[src/rtl/instruction_fetch_pkg.sv]
// -----------------------------------------------------------------------------
// instruction_fetch_pkg
// Shared definitions for the fetch stage and the decode logic that consumes it.
// Holds the fetch state encoding, the opcode field width, and the opcode
// constants decode uses. NOP and HALT are also used by bench checks.
// No ports (package).
// -----------------------------------------------------------------------------
package instruction_fetch_pkg;

   localparam int OPCODE_WIDTH = 6;

   typedef enum logic [1:0] {
      IDLE,
      REQ,
      HOLD,
      HALTED
   } fetch_state_t;

   localparam logic [OPCODE_WIDTH-1:0] OP_ALU    = 6'b000000;
   localparam logic [OPCODE_WIDTH-1:0] OP_LOAD   = 6'b100011;
   localparam logic [OPCODE_WIDTH-1:0] OP_STORE  = 6'b101011;
   localparam logic [OPCODE_WIDTH-1:0] OP_BRANCH = 6'b000100;
   localparam logic [OPCODE_WIDTH-1:0] OP_JUMP   = 6'b000010;
   localparam logic [OPCODE_WIDTH-1:0] OP_NOP    = 6'b011001;
   localparam logic [OPCODE_WIDTH-1:0] OP_HALT   = 6'b011010;

endpackage

[src/rtl/fetch_pc.sv]
// -----------------------------------------------------------------------------
// fetch_pc
// Program counter register. A load takes priority over an increment, and the
// increment wraps modulo 2^ADDR_WIDTH without any flag.
// Ports:
//   clock   - rising-edge clock
//   reset_n - asynchronous active-low reset, loads RESET_PC
//   load    - load target into the PC
//   inc     - advance the PC by one word
//   target  - value to load
//   pc      - current program counter
// -----------------------------------------------------------------------------
module fetch_pc #(
   parameter int unsigned ADDR_WIDTH = 16,
   parameter logic [ADDR_WIDTH-1:0] RESET_PC = '0
) (
   input  logic                  clock,
   input  logic                  reset_n,
   input  logic                  load,
   input  logic                  inc,
   input  logic [ADDR_WIDTH-1:0] target,
   output logic [ADDR_WIDTH-1:0] pc
);

   always_ff @(posedge clock or negedge reset_n) begin
      if (!reset_n) begin
         pc <= RESET_PC;
      end else if (load) begin
         pc <= target;
      end else if (inc) begin
         pc <= pc + ADDR_WIDTH'(1);
      end
   end

endmodule

[src/rtl/instruction_fetch.sv]
// -----------------------------------------------------------------------------
// instruction_fetch
// Fetch stage of the core. It owns the PC and reads instruction words over a
// req/ack handshake. It holds each returned word in an instruction register
// and offers it to decode on a valid/ready handshake. It also applies branch
// redirects and halt requests.
// Optional feature macro: FETCH_PERF_CNT_EN adds the fetch_count port and
// the accepted-instruction counter.
// Ports:
//   clock, reset_n           - clock, asynchronous active-low reset
//   imem_req/imem_addr       - registered read request and word address
//   imem_ack/imem_rdata      - one-cycle response pulse and data
//   instr_valid/instr_ready  - decode handshake
//   instr/opcode/instr_pc    - held instruction, its opcode field, its address
//   branch_taken/target      - redirect pulse and address
//   halt/halted              - halt pulse, sticky halted status
//   fetch_count              - accepted instructions (FETCH_PERF_CNT_EN only)
// -----------------------------------------------------------------------------
module instruction_fetch
   import instruction_fetch_pkg::*;
#(
   parameter int unsigned ADDR_WIDTH  = 16,
   parameter int unsigned INSTR_WIDTH = 32,
   parameter logic [ADDR_WIDTH-1:0] RESET_PC = '0
) (
   input  logic                    clock,
   input  logic                    reset_n,
   output logic                    imem_req,
   output logic [ADDR_WIDTH-1:0]   imem_addr,
   input  logic                    imem_ack,
   input  logic [INSTR_WIDTH-1:0]  imem_rdata,
   output logic                    instr_valid,
   input  logic                    instr_ready,
   output logic [INSTR_WIDTH-1:0]  instr,
   output logic [OPCODE_WIDTH-1:0] opcode,
   output logic [ADDR_WIDTH-1:0]   instr_pc,
   input  logic                    branch_taken,
   input  logic [ADDR_WIDTH-1:0]   branch_target,
   input  logic                    halt,
   output logic                    halted
`ifdef FETCH_PERF_CNT_EN
   ,
   output logic [31:0]             fetch_count
`endif
);

   fetch_state_t state, state_next;

   logic [ADDR_WIDTH-1:0]  pc;
   logic                   pc_load;
   logic                   pc_inc;
   logic                   drop, drop_next;
   logic                   halt_pend, halt_pend_next;
   logic                   req_next;
   logic [ADDR_WIDTH-1:0]  addr_next;
   logic                   valid_next;
   logic [INSTR_WIDTH-1:0] instr_next;
   logic [ADDR_WIDTH-1:0]  ipc_next;
   logic                   accept;

   fetch_pc #(
      .ADDR_WIDTH (ADDR_WIDTH),
      .RESET_PC   (RESET_PC)
   ) u_fetch_pc (
      .clock   (clock),
      .reset_n (reset_n),
      .load    (pc_load),
      .inc     (pc_inc),
      .target  (branch_target),
      .pc      (pc)
   );

   // State and registered outputs. imem_req and imem_addr come straight from
   // flops, so no input has a combinational path to the memory side.
   always_ff @(posedge clock or negedge reset_n) begin
      if (!reset_n) begin
         state       <= IDLE;
         imem_req    <= 1'b0;
         imem_addr   <= RESET_PC;
         instr_valid <= 1'b0;
         instr       <= '0;
         instr_pc    <= RESET_PC;
         drop        <= 1'b0;
         halt_pend   <= 1'b0;
      end else begin
         state       <= state_next;
         imem_req    <= req_next;
         imem_addr   <= addr_next;
         instr_valid <= valid_next;
         instr       <= instr_next;
         instr_pc    <= ipc_next;
         drop        <= drop_next;
         halt_pend   <= halt_pend_next;
      end
   end

   // Next-state and handshake logic. Priority is halt, then branch, then
   // ready. In REQ the first cycle has imem_req low. A redirect or halt there
   // needs no drop, because nothing is in flight yet. Once the request is out,
   // it is always allowed to complete, and unwanted data is discarded.
   always_comb begin
      state_next     = state;
      req_next       = imem_req;
      addr_next      = imem_addr;
      valid_next     = instr_valid;
      instr_next     = instr;
      ipc_next       = instr_pc;
      drop_next      = drop;
      halt_pend_next = halt_pend;
      pc_load        = 1'b0;
      pc_inc         = 1'b0;
      accept         = 1'b0;

      case (state)
         IDLE: begin
            if (halt) begin
               state_next = HALTED;
            end else begin
               pc_load    = branch_taken;
               state_next = REQ;
            end
         end

         REQ: begin
            if (!imem_req) begin
               if (halt) begin
                  state_next = HALTED;
               end else if (branch_taken) begin
                  pc_load = 1'b1;
               end else begin
                  req_next  = 1'b1;
                  addr_next = pc;
               end
            end else if (imem_ack) begin
               req_next = 1'b0;
               if (halt || halt_pend) begin
                  drop_next      = 1'b0;
                  halt_pend_next = 1'b0;
                  state_next     = HALTED;
               end else if (branch_taken) begin
                  pc_load   = 1'b1;
                  drop_next = 1'b0;
               end else if (drop) begin
                  drop_next = 1'b0;
               end else begin
                  instr_next = imem_rdata;
                  ipc_next   = pc;
                  pc_inc     = 1'b1;
                  valid_next = 1'b1;
                  state_next = HOLD;
               end
            end else begin
               if (halt) begin
                  halt_pend_next = 1'b1;
                  drop_next      = 1'b1;
               end else if (branch_taken && !halt_pend) begin
                  pc_load   = 1'b1;
                  drop_next = 1'b1;
               end
            end
         end

         HOLD: begin
            if (halt) begin
               valid_next = 1'b0;
               state_next = HALTED;
            end else if (branch_taken) begin
               pc_load    = 1'b1;
               valid_next = 1'b0;
               state_next = REQ;
            end else if (instr_ready) begin
               accept     = 1'b1;
               valid_next = 1'b0;
               state_next = REQ;
            end
         end

         HALTED: begin
            req_next   = 1'b0;
            valid_next = 1'b0;
         end

         default: begin
            state_next = IDLE;
         end
      endcase
   end

   assign opcode = instr[INSTR_WIDTH-1 -: OPCODE_WIDTH];
   assign halted = (state == HALTED);

`ifdef FETCH_PERF_CNT_EN
   // Counts only handshakes that complete. A branch or halt in the same cycle
   // kills the instruction, so that handshake is not counted.
   always_ff @(posedge clock or negedge reset_n) begin
      if (!reset_n) begin
         fetch_count <= 32'd0;
      end else if (accept) begin
         fetch_count <= fetch_count + 32'd1;
      end
   end
`else
   logic unused_accept;
   assign unused_accept = accept;
`endif

`ifndef SYNTHESIS
   // The memory must only respond to an outstanding request.
   ack_only_when_req : assert property (
      @(posedge clock) disable iff (!reset_n) imem_ack |-> imem_req
   );
`endif

endmodule

[config.mk]
export PLATFORM = sky130hd
export DESIGN_NAME = instruction_fetch
export DESIGN_NICKNAME = d
export VERILOG_FILES = /design/src/rtl/instruction_fetch_pkg.sv /design/src/rtl/fetch_pc.sv /design/src/rtl/instruction_fetch.sv
export SDC_FILE = /design/constraint.sdc
export NUM_CORES = 1
export LEC_CHECK = 0
export CORE_ASPECT_RATIO = 1.4
export CORE_UTILIZATION = 49
export DETAILED_ROUTE_END_ITERATION = 8
export PLACE_DENSITY = 0.83
export SYNTH_ARGS = -nofsm -noshare
export SYNTH_HDL_FRONTEND = slang
export SYNTH_SLANG_ARGS = --single-unit
[constraint.sdc]
create_clock -name clock -period 5.9 [get_ports clock]
set_input_delay 1.18 -clock clock [delete_from_list [all_inputs] [get_ports clock]]
set_output_delay 1.18 -clock clock [all_outputs]
set_load 0.02 [all_outputs]
==> results.json <==
{
  "layout_common_cells": "nand2_1 (152), clkdlybuf4s50_1 (125), dfrtp_1 (86), mux2_2 (17), nor2_1 (14)",
  "layout-drive-gt1-share": 0.09761,
  "totalNegativeSetupSlack_ns": 0,
  "grt-ovfl-total": 0,
  "crit_fanout": 61,
  "start_util": 0.5128,
  "crit_start": "halt",
  "path_cells": "clkdlybuf4s50_1 -> nor4_1 -> nand2_2 -> or4_1 -> nand3_1",
  "cp.required_ns": 6.18,
  "drt_first_pass_iters": 5,
  "synth_flop_cell": "dfrtp_1",
  "viasPerCell": 5.284,
  "holdWs_ns": 0.4798,
  "drtAntennaViolNets": 0,
  "tightest_slew_ns": 1.205,
  "rsz0062_at_grt": "false",
  "drtIter0Drc": 275,
  "async_flop_share": 1.000,
  "leakage_uw": 0.002426,
  "grt_pass1_wl_mm": 15.18,
  "clock_skew_ns": 0.007811,
  "cts.htree.levels": 3,
  "wirelength_mm": 9.219,
  "finalSetupViolCount": 0,
  "holdBufCountCts": 0,
  "dpl_cell_area_um2": 5049,
  "top_usage_layer": "met2",
  "layout_setup_ws_ns": 2.239,
  "core-area_um2": 7407,
  "fp-row-count": 37,
  "synthDistinctLibCells": 51,
  "stdcell_count": 599,
  "cp_slowest_cell": "nand2_2",
  "io_pins": 127,
  "areaGrowthSynthToFinish_pct": 38.04,
  "cap_violations": 0,
  "cts_buffers": 9,
  "wl_per_cell_um": 15.39,
  "status": "finished clean",
  "port-buffer-count": 126,
  "grt_antenna_before_repair": 0,
  "num_vias": 3165,
  "cts-root-buf": "clkbuf_8",
  "die-area_um2": 8114,
  "hp-start": "instr[22]",
  "grt_use_met2": 0.3938,
  "hold_viol": 0,
  "path_delay_family": "simple AND/OR/NAND/NOR gates",
  "synthCells": 387,
  "final.min_clock_period_ns": 3.661,
  "cts_setup_buffers": 0,
  "syn_area_per_cell_um2": 9.816,
  "final_common_cell": "nand2_1",
  "nets": 554,
  "max_freq_mhz": 273.1,
  "yosysWarnings": 0,
  "maxSlewViolCount": 0,
  "crit_buf_inv": 1,
  "chipHeight_um": 106.2,
  "r2r-start": "halt_pend",
  "grt_use_met3": 0.05150,
  "die_w_um": 76.42,
  "dp_cells": 585,
  "finalCritPeriodShare": 0.6205,
  "use_met1": 0.3087,
  "max_stage_delay_ns": 0.77,
  "clock_latency_ns": 0.35,
  "critPathKind": "input pin to flip-flop",
  "critPathLaunchType": "input pin",
  "power_per_cell_area_nw_per_um2": 417.6,
  "route.detailed.drc": 0,
  "cts-resized-gates": 0,
  "post-place-ws_ns": 1.911,
  "synth-seq-cells": 86,
  "cts_tree": "built",
  "clockBufferDepth": 2,
  "synth_area_um2": 3799,
  "first_global_vias": 3099,
  "final_cell_area_um2": 5244,
  "fillCellCount": 584,
  "grt_max_degree": 87,
  "peakVddDrop_v": 0.0003276,
  "critical_path_arrival_ns": 3.94,
  "place_congestion": 0.8437,
  "grtUsageTotal": 0.2426,
  "relSlewSlack": 0.1935,
  "clkSlewWorstSetupHoldPaths_ns": 0.08,
  "end_kind": "flip-flop",
  "ys_seq_area_frac": 0.5665,
  "n_antenna_cell": 0,
  "cts.sinks": 86,
  "hold_class": "flip-flop to flip-flop",
  "dp_hpwl_mm": 6.385,
  "synth-edff-count": 0,
  "syn_nets": 442
}
## metal layers
layer / share of wire / vias to the layer above
met5: 0 / -
met4: 0.034 / 0
met3: 0.045 / 23
met2: 0.51 / 106
met1: 0.41 / 1527
li1: - / 1509
## cells by family after synthesis
family | synth area share
xor gates and xnor gates | 0.006918
and+or+nand+nor | 0.2457
buffers and inverters | 0.04611
DFF | 0.5665
adders and majority gates | 0.003293
AOI/OAI and AO/OA | 0.07313
muxes | 0.05830
## power by group
group	switching (µW)	internal, µW	total, µW
Sequential	193	776	970
Clock	197	215	412
Combinational	394	414	808
Total	784	1410	2190
## synthesized netlist by cell type, types with 2 or more instances
library cell,count,area share
a21oi_1,3,0.0040
a221o_1,2,0.0053
a311oi_1,5,0.012
a31oi_1,4,0.0066
and2_1,2,0.0033
and4_1,3,0.0069
buf_2,8,0.011
buf_4,7,0.014
buf_6,2,0.0059
clkbuf_1,10,0.0099
dfrtp_1,86,0.57
inv_1,6,0.0059
mux2_2,17,0.050
mux2i_1,3,0.0079
nand2_1,153,0.15
nand3_1,10,0.013
nand4_1,4,0.0066
nor2_1,14,0.014
nor3_1,3,0.0040
nor4_2,3,0.0099
o21ai_0,6,0.0079
o21ai_1,3,0.0040
o311ai_0,2,0.0046
or4_1,2,0.0040
xnor2_1,3,0.0069
## metrics by stage
| step | util | power [µW] |
|---|---|---|
| 2_1_floorplan | - | 1384 |
| 3_3_place_gp | 0.6816 | 1765 |
| 3_5_place_dp | 0.6816 | 1786 |
| 4_1_cts | 0.7079 | 2199 |
| 5_1_grt | 0.7079 | 2314 |
| 6_report | 0.7079 | 2190 |
## worst register-to-register path, stage by stage (launching register included)
cell	delay, ns
dfrtp_1	0.44
nor4_1	0.53
nand2_2	0.77
or4_1	0.77
nand3_1	0.08
## registers in the layout, indices dropped and copies added, names as in the netlist
register,flops
instr,32
imem_addr,16
instr_pc,16
u_fetch_pc.pc,16
state,2
drop,1
halt_pend,1
imem_req,1
instr_valid,1
## final cells by class
cell class                 count  area, µm²  area share
inverter                       6      22.52    0.004295
clock buffer                  11      151.4     0.02887
sequential                    86       2152      0.4104
timing repair buffer         128       1274      0.2429
clock inverter                 3      43.79    0.008351
multi-input combinational    268       1479      0.2820
tap                           97      121.4     0.02314
## path summary, 6_finish.rpt
kind	to	slack, ns	cells after the start
worst max-delay path	u_fetch_pc.pc[15]	2.24	5
min in group asynchronous	instr_valid	0.99	1
worst min-delay path	instr[22]	0.48	2
worst min register to register	instr[22]	0.48	2
worst max register to register	u_fetch_pc.pc[15]	3.25	4
max in group asynchronous	instr_pc[9]	4.21	1
(Power assumes the default switching activity.)
